$ cat src/rtl/clk_meter_pkg.sv
// Shared defaults and FSM encoding for the clock frequency meter family.
package clk_meter_pkg;

  localparam int GATE_CYCLES_DEF = 500_000;
  localparam int CNT_W_DEF       = 16;
  localparam int LOST_CYCLES_DEF = 25_000;

  localparam logic ST_SETTLE = 1'b0;
  localparam logic ST_RUN    = 1'b1;

endpackage

$ cat src/rtl/sync_edge_det.sv
// Three-flop synchronizer for an asynchronous input plus a one-cycle rising-edge pulse.
module sync_edge_det (
  input  logic i_clk,
  input  logic i_rst,
  input  logic i_async,
  output logic o_rise
);

  logic r_s1;
  logic r_s2;
  logic r_s3;

  always_ff @(posedge i_clk or posedge i_rst) begin
    if (i_rst) begin
      r_s1 <= 1'b0;
      r_s2 <= 1'b0;
      r_s3 <= 1'b0;
    end else begin
      r_s1 <= i_async;
      r_s2 <= r_s1;
      r_s3 <= r_s2;
    end
  end

  // r_s1 may go metastable; the edge is taken only from the settled stages.
  assign o_rise = r_s2 & ~r_s3;

endmodule

$ cat src/rtl/clk_freq_meter.sv
// Counts rising edges of an asynchronous input over a fixed gate window and publishes the count.
// SETTLE: first window counts but does not publish | RUN: publish at every window end.
module clk_freq_meter
  import clk_meter_pkg::*;
#(
  parameter int GATE_CYCLES = GATE_CYCLES_DEF,
  parameter int CNT_W       = CNT_W_DEF,
  parameter int LOST_CYCLES = LOST_CYCLES_DEF
) (
  input  logic             i_clk_50MHz,
  input  logic             i_rst,
  input  logic             i_sig_in,
  output logic [CNT_W-1:0] o_freq_count,
  output logic             o_count_valid,
  output logic             o_overflow,
  output logic             o_sig_lost
);

  localparam int GW = (GATE_CYCLES > 1) ? $clog2(GATE_CYCLES) : 1;
  localparam int LW = (LOST_CYCLES > 1) ? $clog2(LOST_CYCLES) : 1;
  localparam logic [GW-1:0] GATE_LAST = GW'(GATE_CYCLES - 1);
  localparam logic [LW-1:0] LOST_LAST = LW'(LOST_CYCLES - 1);

  logic             w_edge;
  logic             w_at_max;
  logic             w_win_end;
  logic [CNT_W-1:0] w_final;

  logic             r_state;
  logic [GW-1:0]    r_gate_ctr;
  logic [CNT_W-1:0] r_edge_ctr;
  logic             r_ovf_acc;
  logic [LW-1:0]    r_idle_ctr;

  sync_edge_det u_sync (
    .i_clk   (i_clk_50MHz),
    .i_rst   (i_rst),
    .i_async (i_sig_in),
    .o_rise  (w_edge)
  );

  assign w_at_max  = &r_edge_ctr;
  assign w_win_end = (r_gate_ctr == GATE_LAST);
  // An edge in the window's last cycle still belongs to that window.
  assign w_final   = (w_edge && !w_at_max) ? r_edge_ctr + CNT_W'(1) : r_edge_ctr;

  always_ff @(posedge i_clk_50MHz or posedge i_rst) begin
    if (i_rst) begin
      r_gate_ctr <= '0;
    end else if (w_win_end) begin
      r_gate_ctr <= '0;
    end else begin
      r_gate_ctr <= r_gate_ctr + GW'(1);
    end
  end

  always_ff @(posedge i_clk_50MHz or posedge i_rst) begin
    if (i_rst) begin
      r_state       <= ST_SETTLE;
      r_edge_ctr    <= '0;
      r_ovf_acc     <= 1'b0;
      o_freq_count  <= '0;
      o_overflow    <= 1'b0;
      o_count_valid <= 1'b0;
    end else begin
      o_count_valid <= 1'b0;
      if (w_win_end) begin
        r_edge_ctr <= '0;
        r_ovf_acc  <= 1'b0;
        if (r_state == ST_RUN) begin
          o_freq_count  <= w_final;
          o_overflow    <= r_ovf_acc | (w_edge & w_at_max);
          o_count_valid <= 1'b1;
        end else begin
          r_state <= ST_RUN;
        end
      end else if (w_edge) begin
        if (w_at_max) begin
          r_ovf_acc <= 1'b1;
        end else begin
          r_edge_ctr <= r_edge_ctr + CNT_W'(1);
        end
      end
    end
  end

  always_ff @(posedge i_clk_50MHz or posedge i_rst) begin
    if (i_rst) begin
      r_idle_ctr <= '0;
      o_sig_lost <= 1'b0;
    end else if (w_edge) begin
      r_idle_ctr <= '0;
      o_sig_lost <= 1'b0;
    end else if (r_idle_ctr == LOST_LAST) begin
      o_sig_lost <= 1'b1;
    end else begin
      r_idle_ctr <= r_idle_ctr + LW'(1);
    end
  end

endmodule

$ cat config.mk
export PLATFORM = sky130hd
export DESIGN_NAME = clk_freq_meter
export DESIGN_NICKNAME = d
export VERILOG_FILES = /design/src/rtl/clk_meter_pkg.sv /design/src/rtl/sync_edge_det.sv /design/src/rtl/clk_freq_meter.sv
export SDC_FILE = /design/constraint.sdc
export NUM_CORES = 1
export LEC_CHECK = 0
export BUFFER_PORTS_ARGS = -buffer_cell sky130_fd_sc_hd__buf_2
export CORE_AREA = 2 2 127 67
export CTS_BUF_LIST = sky130_fd_sc_hd__clkbuf_4
export DETAILED_ROUTE_END_ITERATION = 16
export DIE_AREA = 0 0 129 69
export PLACE_DENSITY = 0.71
export SLEW_MARGIN = 20
export SYNTH_ARGS = -nofsm -noshare
export SYNTH_HDL_FRONTEND = slang
export SYNTH_HIERARCHICAL = 1
export SYNTH_SLANG_ARGS = --single-unit
$ cat constraint.sdc
create_clock -name i_clk_50MHz -period 2.6 [get_ports i_clk_50MHz]
set_input_delay 0.39 -clock i_clk_50MHz [delete_from_list [all_inputs] [get_ports i_clk_50MHz]]
set_output_delay 0.39 -clock i_clk_50MHz [all_outputs]
set_load 0.005 [all_outputs]
# [Word level (Yosys, flattened, before mapping)]
# Index checks and enable logic that the tools add are counted.
[totals] reg_bits=74 latchBits=0 ramBits=0 romBits=0 inputBits=3 output_inout_bits=19 word_cells=46 n_memories=0
[classes] n_addsub=3 n_mul=0 div_mod_pow=0 n_lt_le_gt_ge=0 eq_ne=4 shift=0 mux=14 bitwise_logic=4 reduce_logical=9
[op_table] op="two-way mux 16 bit" n=4
[op_table] op="two-way mux 15 bit" n=2
[op_table] op="adder 19 x 1 -> 19 bit (second input constant)" n=1
[op_table] op="== test 19 bit (second input constant)" n=1
[op_table] op="two-way mux 19 bit" n=1
[op_table] op="adder 16 x 1 -> 16 bit (second input constant)" n=1
[op_table] op="AND reduction 16 bit" n=1
[op_table] op="adder 15 x 1 -> 15 bit (second input constant)" n=1
[op_table] op="== test 15 bit (second input constant)" n=1
[op_table] op="two-way mux 1 bit" n=7
[op_table] op="AND reduction 2 bit" n=3
[op_table] op="nonzero test 2 bit" n=3
[op_table] op="AND 1 bit" n=2
[op_table] op="inequality test 2 x 1 -> 1 bit (second input constant)" n=1
[op_table] op="inequality test 2 bit (second input constant)" n=1
[op_table] op="logical AND 1 bit" n=1
[op_table] op="logical NOT 1 bit" n=1
[op_table] op="inverter 1 bit" n=1
[op_table] op="OR 1 bit" n=1

# [Logic depth before layout (Yosys ltp)]
[logic_depth] depth_word=4 depth_mapped=7 mapped_depth_nobuf=6

# [Cells and area by module]
# Netlist, hierarchy kept.
[modules_own_cells] module="clk_freq_meter" n_inst=1 cells_per_inst=327 area_per_inst_um2=3338.2 seq_area_each_um2=1776.7
[modules_own_cells] module="sync_edge_det" n_inst=1 cells_per_inst=5 area_per_inst_um2=92.6 seq_area_each_um2=75.1

# [Least setup slack after synthesis]
# Ideal clock, no wire load.
[synth_timing] kind="register -> register" from="register r_gate_ctr[6]" to="register r_edge_ctr[9]" setup_time_ns=0.130 arrival_ns=1.667 t_required_ns=2.470 slack_ns=0.803 stages_incl_launch_ff=6 path_buffers=1 period_less_slack_ns=1.797 path_cell_list="dfrtp_1 -> or4b_4 -> nor4_4 -> and4_1 -> buf_4 -> nor2_1"
[synth_via] elab_chain_len=3 elab_cells_between_ends=5 cone_classes="eq/ne: 2; mux: 1; reduce/logical: 2"
[synth_rtl] element="start: declaration" line="clk_freq_meter.sv:30" text="logic [GW-1:0] r_gate_ctr;"
[synth_rtl] element="start signal: assignment" line="clk_freq_meter.sv:53" text="r_gate_ctr <= r_gate_ctr + GW'(1);"
[synth_rtl] element="== test 19 bit (*)" line="clk_freq_meter.sv:43" text="assign w_win_end = (r_gate_ctr == GATE_LAST);"
[synth_rtl] element="inequality test 2 x 1 -> 1 bit (no source line) or nonzero test 2 bit (tied branches)"
[synth_rtl] element="AND reduction 2 bit (no source line)"
[synth_rtl] element="end signal: assignment" line="clk_freq_meter.sv:81" text="r_edge_ctr <= r_edge_ctr + CNT_W'(1);"
[synth_rtl] element="end: declaration" line="clk_freq_meter.sv:31" text="logic [CNT_W-1:0] r_edge_ctr;"
# Mark *: on every way between the ends. The rest lies on a longest branch, timed or not.
# A chain may end at the register's enable or synchronous reset.

# [Worst setup path in the final report]
# Ends and elaborated chain as after synthesis.

==> impl_metrics.tcl <==
set metrics [dict create \
    worstSetupEndpointType "flop" \
    hp-class "primary input to flop" \
    place_inst 459 \
    p_per_area_mw_per_mm2 603.9 \
    worstSkewPairLatency_ns 0.43 \
    syn_inst 332 \
    diodes 0 \
    hold_depth 1 \
    instances_no_fill 476 \
    clock_sinks 74 \
    yosysTopAreaCell "dfrtp_1" \
    ant_nets 0 \
    crit_type "flop to flop" \
    ys_seq_area_frac 0.5398 \
    h-tree-depth 3 \
    critPathSlowestCell "or4b_4" \
    grt_usage 0.1737 \
    first_pass_iters 5 \
    syn_area_sq_mm 0.003431 \
    overflow 0 \
    nets 365 \
    cts_setup_buffers 0 \
    whs_ns 0.07520 \
    core-area_sq_mm 0.007799 \
    io_buffers 21 \
    cp_max_fo 15 \
    first_global_vias 2388 \
    wl_microns 6703 \
    grt_first_pass_wirelength_microns 11790 \
    tightest_slew_ns 0.6852 \
    drt-initial-drc-count 181 \
    max_freq_mhz 465.3 \
    numCtsBuffers 9 \
    dpl.hpwl_microns 4723 \
    synth_edf_count 0 \
    die_x_microns 129 \
    fin_crit_sh 0.8267 \
    avgSynthCellArea_sq_um 10.33 \
    slew_viol_final 0 \
    synth_common_cells "74 x dfrtp_1, 37 x nand2_1, 37 x nor2_1, 18 x nand3_1, 18 x xnor2_1" \
    antenna_found_initial 0 \
    grt_max_degree 44 \
    wire_per_inst_microns 14.08 \
    synthFlopType "dfrtp_1" \
    syn_nets 338 \
    syn2layout_area_growth_pct 11.63 \
    cts.path.max_buffers 2 \
    path_depth 5 \
    synthTopCellsByArea "dfrtp_1 54%, xnor2_1 4.6%, nand2_1 4.0%" \
    r2r-start "r_gate_ctr[6]" \
    vias 2440 \
    synth_most_common_cell "dfrtp_1" \
    clk_pin_slew_ns 0.11 \
    final_area_sq_mm 0.003830 \
    rsz0062_at_grt "false" \
    cts_tree "built" \
    place_congestion 0.9178 \
    cts_resized 0 \
    viasPerCell 5.126 \
    ir_drop_mv 0.1791 \
    drc 0 \
    startpoint "r_gate_ctr[6]" \
    cp_num_buf_inv 1 \
    clock_skew_ns 0.01421 \
    tns_ns 0 \
    synth_top_area_share 0.5398 \
    crit_path_max_incr_delay_ns 0.58 \
    num_rows 23 \
    min_period_ns 2.149 \
    critPathRequiredTime_ns 2.91 \
    fp.dieH_microns 69 \
    start_kind "flop" \
    async_reset_ff_frac 1.000 \
    hold_start "i_sig_in" \
    drive_above_1_share 0.1374 \
    drv_cap 0 \
    arrival_ns 2.46 \
    synth.ff_latch_count 74 \
    synth.lib_cells_used.distinct 44 \
    hold_violations 0 \
    start_util 0.4399 \
    p_leak_nw 1.824 \
    yosysWarnings 6 \
    ios 22 \
    reg2reg_slack_ns 0.45 \
    path_cells "or4b_4 -> nor4_4 -> and4_1 -> buf_4 -> nor2_1" \
    setup_viol 0 \
    dieArea_sq_mm 0.008901 \
    slew_headroom 0.5390 \
    status "completed" \
    rr_worst_depth 5 \
    critical-path-top-delay-family "simple AND/OR/NAND/NOR gates" \
    cts_root_buf "clkbuf_4" \
    dpl-instance-area_sq_mm 0.003659 \
]
==> what timing repair did <==
| item | in CTS | in global routing |
|---|---|---|
| hold buffers | 1 | 0 |
| endpoints found under the hold margin | 3 | 0 |
| endpoints found under the setup margin | 0 | 0 |
==> through the flow <==
step	utilization	power, mW	setup WS, ns
floorplan	-	1.458	0.4134
global placement	0.4691	1.513	0.4969
detailed placement	0.4691	1.529	0.4044
CTS	0.4911	2.347	0.3931
global route	0.4911	2.438	0.2730
finish	0.4911	2.313	0.4507
==> cell type report <==
| type | instances | area (sq um) |
|---|---|---|
| repair buffers | 25 | 150.1 |
| inverters | 13 | 48.80 |
| clock buffers | 11 | 82.58 |
| flip-flops and latches | 74 | 1852 |
| clock inverters | 5 | 78.83 |
| multi-input cells | 236 | 1478 |
| fillers | 747 | 3969 |
| well taps | 112 | 140.1 |
==> cells by family after synthesis <==
logic type                 count (synthesis)  synth area share
buffers and inverters                     22           0.02954
AOI/OAI and AO/OA                         32           0.05069
DFF                                       74            0.5398
xor gates and xnor gates                  31           0.07914
muxes                                     16           0.04850
and+or+nand+nor                          154            0.2414
adders and majority gates                  3           0.01094
==> registers in the layout, indices dropped and copies added, names as in the netlist <==
name and count:
r_gate_ctr 19, o_freq_count 16, r_edge_ctr 16, r_idle_ctr 15
o_count_valid 1, o_overflow 1, o_sig_lost 1, r_ovf_acc 1
r_state 1, u_sync/r_s1 1, u_sync/r_s2 1, u_sync/r_s3 1
==> path summary, 6_finish.rpt <==
check,endpoint
max,r_edge_ctr[9]
min,u_sync/r_s1
max reg2reg,r_edge_ctr[9]
min reg2reg,u_sync/r_s2
max in group asynchronous,r_gate_ctr[17]
min in group asynchronous,u_sync/r_s3
==> report_power, final <==
group	internal (mW)	total, mW	switching [mW]
clock	0.410	0.802	0.392
sequential	1.22	1.30	0.0813
combinational	0.0869	0.212	0.125
total	1.71	2.31	0.598
==> placed cells by master (no fill, tap or decap), types with 3 or more instances in the layout <==
master | netlist | final
o21ai_0 | 9 | 9
inv_1 | 13 | 12
nand2b_1 | 4 | 4
clkbuf_4 | 0 | 11
nand3_1 | 18 | 18
nor2_1 | 37 | 37
xnor2_1 | 18 | 18
o21ai_1 | 9 | 9
nand2_1 | 37 | 37
mux2i_1 | 11 | 11
and3_1 | 6 | 6
and4_1 | 4 | 4
nand4_1 | 8 | 8
nor3_1 | 10 | 10
mux2_1 | 4 | 4
ha_1 | 3 | 3
and2_1 | 6 | 6
buf_2 | 3 | 21
a21oi_1 | 9 | 9
xor2_1 | 13 | 13
or3_1 | 3 | 3
nor4_1 | 6 | 6
dfrtp_1 | 74 | 74
==> per-layer routing <==
| layer | GRT usage | vias up | share of wire |
|---|---|---|---|
| li1 | - | 1193 | - |
| met1 | 0.2695 | 1171 | 0.54 |
| met2 | 0.2216 | 70 | 0.39 |
| met3 | 0.05978 | 6 | 0.063 |
| met4 | 0.05676 | 0 | 0.0091 |
| met5 | 0 | - | 0 |
==> worst register-to-register path, cell delays in order, from the launching register on <==
cell and delay, ns:
dfrtp_1 0.45, or4b_4 0.58, nor4_4 0.26, and4_1 0.42
buf_4 0.27, nor2_1 0.07
Power figures use the tool's default switching activity.
